[src/rtl/mem_stage_seq_ctrl_pkg.sv]
// Shared opcode/sub-code constants and FSM state type for the memory-stage sequencer.
package mem_stage_pkg;

   localparam logic [3:0] OP_STACK = 4'd7;
   localparam logic [3:0] OP_CTRL  = 4'd11;
   localparam logic [3:0] OP_LDST  = 4'd12;
   localparam logic [3:0] OP_LDI   = 4'd13;
   localparam logic [3:0] OP_STI   = 4'd14;

   localparam logic [1:0] RA_PUSH = 2'd0;
   localparam logic [1:0] RA_POP  = 2'd1;
   localparam logic [1:0] RA_CALL = 2'd1;
   localparam logic [1:0] RA_RET  = 2'd2;
   localparam logic [1:0] RA_RTI  = 2'd3;
   localparam logic [1:0] RA_LDD  = 2'd1;
   localparam logic [1:0] RA_STD  = 2'd2;

   typedef enum logic [1:0] {
      S_IDLE,
      S_ACCESS,
      S_INT,
      S_RETIRE
   } state_t;

endpackage

[src/rtl/mem_stage_seq_ctrl_if.sv]
// Pipeline/data-memory handshake bundle for the memory-stage sequencer.
interface mem_stage_seq_ctrl_if #(
   parameter int unsigned IDX_W = 1
);
   logic             valid_in;
   logic [7:0]       ir;
   logic             in_ready;
   logic             int_req;
   logic             mem_ready;
   logic             wm;
   logic             rm;
   logic             sm2;
   logic             done;
   logic             int_ack;
   logic [IDX_W-1:0] int_idx;
   logic             busy;
   logic             bus_err;

   modport master (
      output valid_in, ir, int_req, mem_ready,
      input  in_ready, wm, rm, sm2, done, int_ack, int_idx, busy, bus_err
   );

   modport slave (
      input  valid_in, ir, int_req, mem_ready,
      output in_ready, wm, rm, sm2, done, int_ack, int_idx, busy, bus_err
   );
endinterface

[src/rtl/mem_stage_seq_ctrl_mem_op_decode.sv]
// Combinational classification of an instruction into memory write/read/non-memory.
module mem_op_decode
   import mem_stage_pkg::*;
(
   input  logic [7:0] ir,
   output logic       is_wr,
   output logic       is_rd,
   output logic       sel_mem
);
   logic [3:0] op;
   logic [1:0] ra;
   logic       unused_rb;

   assign op        = ir[7:4];
   assign ra        = ir[3:2];
   assign unused_rb = ^ir[1:0];

   always_comb begin
      is_wr = 1'b0;
      is_rd = 1'b0;
      case (op)
         OP_STACK: begin
            is_wr = (ra == RA_PUSH);
            is_rd = (ra == RA_POP);
         end
         OP_CTRL: begin
            is_wr = (ra == RA_CALL);
            is_rd = (ra == RA_RET) || (ra == RA_RTI);
         end
         OP_LDST: begin
            is_wr = (ra == RA_STD);
            is_rd = (ra == RA_LDD);
         end
         OP_LDI:  is_rd = 1'b1;
         OP_STI:  is_wr = 1'b1;
         default: ;
      endcase
   end

   assign sel_mem = is_rd;
endmodule

[src/rtl/mem_stage_seq_ctrl.sv]
// Handshaked memory-stage sequencer: multi-cycle data accesses and interrupt-entry push.
// Optional wait-timeout abort is compiled in with MEM_TIMEOUT_EN.
module mem_stage_seq_ctrl
   import mem_stage_pkg::*;
#(
   parameter int unsigned INT_WORDS   = 2,
   parameter int unsigned MEM_TIMEOUT = 15,
   parameter int unsigned IDX_W       = 1
) (
   input  logic                 clk,
   input  logic                 rst_n,
   mem_stage_seq_ctrl_if.slave  bus
);
   state_t           state_q, state_d;
   logic [7:0]       ir_q;
   logic [IDX_W-1:0] int_idx_q;
   logic             int_ack_q;
   logic             timeout_hit;
   logic             last_word;

   logic in_wr, in_rd, unused_in_sel;
   logic q_wr, q_rd, q_sel;

   // The incoming ir picks ACCESS vs RETIRE; the latched ir_q drives the strobes.
   mem_op_decode u_dec_in (
      .ir      (bus.ir),
      .is_wr   (in_wr),
      .is_rd   (in_rd),
      .sel_mem (unused_in_sel)
   );

   mem_op_decode u_dec_q (
      .ir      (ir_q),
      .is_wr   (q_wr),
      .is_rd   (q_rd),
      .sel_mem (q_sel)
   );

   assign last_word = (int_idx_q == IDX_W'(INT_WORDS - 1));

`ifdef MEM_TIMEOUT_EN
   localparam int unsigned CNT_W = $clog2(MEM_TIMEOUT + 1);

   logic [CNT_W-1:0] wait_q;
   logic             waiting;
   logic             bus_err_q;

   assign waiting     = ((state_q == S_ACCESS) || (state_q == S_INT)) && !bus.mem_ready;
   // A mem_ready arriving on the final allowed cycle clears waiting, so it beats the abort.
   assign timeout_hit = waiting && (wait_q == CNT_W'(MEM_TIMEOUT - 1));

   always_ff @(posedge clk) begin
      if (!rst_n) begin
         wait_q    <= '0;
         bus_err_q <= 1'b0;
      end else begin
         wait_q    <= (waiting && !timeout_hit) ? wait_q + 1'b1 : '0;
         bus_err_q <= timeout_hit;
      end
   end

   assign bus.bus_err = bus_err_q;
`else
   logic unused_cfg;

   assign unused_cfg  = ^MEM_TIMEOUT;
   assign timeout_hit = 1'b0;
   assign bus.bus_err = 1'b0;
`endif

   always_ff @(posedge clk) begin
      if (!rst_n) begin
         state_q   <= S_IDLE;
         ir_q      <= '0;
         int_idx_q <= '0;
         int_ack_q <= 1'b0;
      end else begin
         state_q   <= state_d;
         int_ack_q <= (state_q == S_INT) && bus.mem_ready && last_word;
         if ((state_q == S_IDLE) && !bus.int_req && bus.valid_in)
            ir_q <= bus.ir;
         if (state_d != S_INT)
            int_idx_q <= '0;
         else if ((state_q == S_INT) && bus.mem_ready)
            int_idx_q <= int_idx_q + 1'b1;
      end
   end

   always_comb begin
      state_d = state_q;
      case (state_q)
         S_IDLE: begin
            if (bus.int_req)
               state_d = S_INT;
            else if (bus.valid_in)
               state_d = (in_wr || in_rd) ? S_ACCESS : S_RETIRE;
         end
         S_ACCESS: begin
            if (bus.mem_ready)
               state_d = S_RETIRE;
            else if (timeout_hit)
               state_d = S_IDLE;
         end
         S_INT: begin
            if ((bus.mem_ready && last_word) || timeout_hit)
               state_d = S_IDLE;
         end
         S_RETIRE: state_d = S_IDLE;
         default:  state_d = S_IDLE;
      endcase
   end

   always_comb begin
      bus.in_ready = (state_q == S_IDLE) && !bus.int_req;
      bus.busy     = (state_q != S_IDLE);
      bus.wm       = ((state_q == S_ACCESS) && q_wr) || (state_q == S_INT);
      bus.rm       = (state_q == S_ACCESS) && q_rd;
      bus.sm2      = ((state_q == S_ACCESS) || (state_q == S_RETIRE)) && q_sel;
      bus.done     = (state_q == S_RETIRE);
      bus.int_ack  = int_ack_q;
      bus.int_idx  = int_idx_q;
   end
endmodule

[src/flat_wrapper.sv]
// flat-port wrapper written by rule: the top's interface ports become plain ports
module mem_stage_seq_ctrl_flat import mem_stage_pkg::*;
#(
   parameter int unsigned INT_WORDS   = 2,
   parameter int unsigned MEM_TIMEOUT = 15,
   parameter int unsigned IDX_W       = 1
)
  (clk, rst_n, bus_valid_in, bus_ir, bus_int_req, bus_mem_ready, bus_in_ready, bus_wm, bus_rm, bus_sm2, bus_done, bus_int_ack, bus_int_idx, bus_busy, bus_bus_err);
  mem_stage_seq_ctrl_if #(.IDX_W(IDX_W)) bus_i ();
  input  logic clk;
  input  logic rst_n;
  input wire logic [$bits(bus_i.valid_in)-1:0] bus_valid_in;
  input wire logic [$bits(bus_i.ir)-1:0] bus_ir;
  input wire logic [$bits(bus_i.int_req)-1:0] bus_int_req;
  input wire logic [$bits(bus_i.mem_ready)-1:0] bus_mem_ready;
  output wire logic [$bits(bus_i.in_ready)-1:0] bus_in_ready;
  output wire logic [$bits(bus_i.wm)-1:0] bus_wm;
  output wire logic [$bits(bus_i.rm)-1:0] bus_rm;
  output wire logic [$bits(bus_i.sm2)-1:0] bus_sm2;
  output wire logic [$bits(bus_i.done)-1:0] bus_done;
  output wire logic [$bits(bus_i.int_ack)-1:0] bus_int_ack;
  output wire logic [$bits(bus_i.int_idx)-1:0] bus_int_idx;
  output wire logic [$bits(bus_i.busy)-1:0] bus_busy;
  output wire logic [$bits(bus_i.bus_err)-1:0] bus_bus_err;
  assign bus_i.valid_in = bus_valid_in;
  assign bus_i.ir = bus_ir;
  assign bus_i.int_req = bus_int_req;
  assign bus_i.mem_ready = bus_mem_ready;
  assign bus_in_ready = bus_i.in_ready;
  assign bus_wm = bus_i.wm;
  assign bus_rm = bus_i.rm;
  assign bus_sm2 = bus_i.sm2;
  assign bus_done = bus_i.done;
  assign bus_int_ack = bus_i.int_ack;
  assign bus_int_idx = bus_i.int_idx;
  assign bus_busy = bus_i.busy;
  assign bus_bus_err = bus_i.bus_err;
  mem_stage_seq_ctrl #(.INT_WORDS(INT_WORDS), .MEM_TIMEOUT(MEM_TIMEOUT), .IDX_W(IDX_W)) u_core (.clk(clk), .rst_n(rst_n), .bus(bus_i));
endmodule
[config.mk]
export PLATFORM = sky130hd
export DESIGN_NAME = mem_stage_seq_ctrl_flat
export DESIGN_NICKNAME = d
export VERILOG_FILES = /design/src/rtl/mem_stage_seq_ctrl_pkg.sv /design/src/rtl/mem_stage_seq_ctrl_if.sv /design/src/rtl/mem_stage_seq_ctrl_mem_op_decode.sv /design/src/rtl/mem_stage_seq_ctrl.sv /design/src/flat_wrapper.sv
export SDC_FILE = /design/constraint.sdc
export NUM_CORES = 1
export LEC_CHECK = 0
export ABC_AREA = 1
export CORE_UTILIZATION = 45
export DETAILED_ROUTE_END_ITERATION = 16
export GPL_TIMING_DRIVEN = 0
export PLACE_DENSITY = 0.78
export SYNTH_ARGS = -nofsm -noshare
export SYNTH_HDL_FRONTEND = slang
export SYNTH_SLANG_ARGS = --single-unit
[constraint.sdc]
create_clock -name clk -period 2.9 [get_ports clk]
set_input_delay 0.29 -clock clk [delete_from_list [all_inputs] [get_ports clk]]
set_output_delay 0.29 -clock clk [all_outputs]
set_load 0.05 [all_outputs]
==> impl_metrics.csv <==
group,metric,value,unit
routing,dr.pass1.iters,4,
critical_path,r2r_cells,7,
routing,drt_iter0_drc,8,
timing,fin_crit,2.303,ns
placed_design,dpl.hpwl,1.050,mm
min_path,min_from,"u_core.ir_q[7]$_SDFFE_PN0P_",
yosys,syn_avg_cell_area,6.282,um2
finish,fillCellCount,103,
yosys,ys_types,23,
clock_tree,cts-root-buf,"clkbuf_4",
critical_path,cp.required,2.61,ns
clock_tree,post_cts_resized,0,
clock_tree,cts_buffer_depth,2,
power,p_int,0.0002407,W
yosys,yosysSeqAreaShare,0.3285,
floorplan,row_count,12,
finish,seqCellArea,200.2,um2
timing,fin_hold_ws,0.4976,ns
power,leakage,0.3765,nW
routing,routed_wl,1.272,mm
floorplan,core_area,0.001186,mm2
timing,setup_viol,0,
clock_tree,cts_sinks,10,
grt,grt_max_degree,11,
critical_path,path_class,"reg2out",
run,drv_cap,0,
floorplan,num_io_pins,22,
power,pwr-share-seq,0.428,
routing,viasPerCell,4.894,
critical_path,crit_path_max_fanout,5,
finish,multi_input_area,319.1,um2
critical_path,startpoint,"u_core.ir_q[3]$_SDFFE_PN0P_",
outcome,status,"finished, final reports clean",
floorplan,die_w,38.80,um
min_path,min_path_type,"reg2reg",
routing,drc_errors,0,
clock_tree,cts_tree,"done",
placed_design,gp_congestion,0.7162,
critical_path,rrSetupSlack,1.67,ns
finish,syn_to_final_growth,36.14,%
routing,postRouteAntennaNets,0,
timing,final.setup.tns,0,ns
min_path,min_path_cells,2,
routing,vias,646,
critical_path,start_kind,"register",
finish,fin_nets,133,
clock_tree,clock_latency,0.26,ns
grt,grt_pass1_vias,597,
floorplan,initial_core_util,0.5137,
power,power_frac_comb,0.323,
floorplan,fp.dieArea,0.001505,mm2
clock_tree,htreeDepth,1,
critical_path,end_kind,"output port",
floorplan,fp.dieH,38.80,um
timing,final_max_slew_viol_count,0,
power,p_switching,0.0001265,W
yosys,syn_area,609.3,um2
clock_tree,postCtsHoldBufs,0,
yosys,yosys_warnings,0,
power,finalPower,0.0003672,W
timing,rsz0062_at_grt,"false",
yosys,synth_seq_cells,10,
yosys,syn_inst,97,
timing,fmax,0.4342,GHz
power,clkPwrFrac,0.250,
critical_path,rr_startpoint,"u_core.state_q[1]$_SDFF_PN0_",
timing,hold_viol,0,
finish,drive_above_1_share,0.08475,
power,sw_frac_of_total,0.3444,
grt,grt.overflow.total,0,
grt,grt_usage,0.2161,
power,vdd_drop_max,0.0002459,V
timing,post-route-period-util,0.7941,
finish,n_antenna_cell,0,
routing,wl_per_cell,9.636,um
power,power_density,442.7,mW/mm2
clock_tree,cts_buffers,3,
grt,grt_pass1_wl,2.235,mm
placed_design,port_buffers,18,
clock_tree,clkTransAtPathRegs,0.06,ns
critical_path,arrival,2.01,ns
timing,fin_skew,0.0003721,ns
clock_tree,postCtsSetupRepairBufs,0,
grt,antenna_found_initial,0,
yosys,syn-num-nets,110,
## metal layers
| layer | share of wire | track usage |
|---|---|---|
| met3 | 0.042 | 0.01734 |
| met5 | 0 | 0 |
| met2 | 0.47 | 0.4167 |
| met4 | 0.030 | 0.1034 |
| met1 | 0.46 | 0.2289 |
## cell type report
cell class	count	area share
plain buffers	2	0.02262
clock buffers	3	0.02715
inverters	19	0.08597
multi-input cells	66	0.3846
flip-flops and latches	10	0.2413
well taps	14	0.02112
repair buffers	18	0.2172
## registers in the layout (all words and copies together), names as in the netlist
| name | count |
|---|---|
| u_core.ir_q | 6 |
| u_core.bus.int_idx | 1 |
| u_core.state_q | 2 |
| u_core.bus.int_ack | 1 |
## cells in the mapped netlist (all sizes together)
cell,n,area (um2)
o21bai,1,11.26
nand4,2,12.51
inv,19,71.31
a221oi,1,8.760
buf,2,18.77
a21oi,6,30.03
a211oi,1,7.510
dfxtp,10,200.2
nand3,5,25.02
nor2,12,55.06
nor3,2,10.01
a22oi,1,7.510
o21ai,7,35.03
conb,1,3.750
xor2,1,8.760
nand2,25,96.35
o31ai,1,7.510
## through the flow
stage	worst slack, ns	utilization	area, um2	cells
global placement	0.8887	0.6804	807.0	129
CTS	0.6080	0.6994	829.5	132
detailed placement	0.8877	0.6804	807.0	129
global route	0.4914	0.6994	829.5	132
floorplan	1.094	-	609.3	97
finish	0.5971	0.6994	829.5	132
## power by group through the flow
stage	logic, W	clock network, W	registers, W
global route	0.000131	0.0000948	0.000158
floorplan	0.0000747	0	0.000161
global placement	0.000116	0	0.000159
finish	0.000119	0.0000916	0.000157
CTS	0.000119	0.0000908	0.000157
detailed placement	0.000118	0	0.000160
## path summary, 6_finish.rpt
| path | endpoint |
|---|---|
| worst max-delay path | bus_wm |
| worst max register to register | u_core.ir_q[5]$_SDFFE_PN0P_ |
| worst min register to register | u_core.ir_q[7]$_SDFFE_PN0P_ |
| worst min-delay path | u_core.ir_q[7]$_SDFFE_PN0P_ |
## cells in the final DEF, fill, tap and decap left out, types with 2 or more instances in the layout
master and instances:
a21oi_1 6, clkbuf_4 3, clkdlybuf4s50_1 18, dfxtp_1 10, inv_1 18, nand2_1 24
nand3_1 5, nand4_1 2, nor2_1 10, nor3_1 2, o21ai_0 6
## cells by family after synthesis
kind of cell    after synthesis  synth area share
other cells                   1          0.006154
buf+inv                      21            0.1478
xor+xnor                      1           0.01438
simple gates                 46            0.3265
flops                        10            0.3285
compound gates               18            0.1766
## critical path, cell delays in order, from the launching register on
cell	delay, ns
dfxtp_1	0.41
nand2_1	0.08
a211oi_1	0.24
o21ai_0	0.12
o21ai_0	0.08
clkdlybuf4s50_1	0.82
Note: power is estimated with default switching activity, not from simulation.
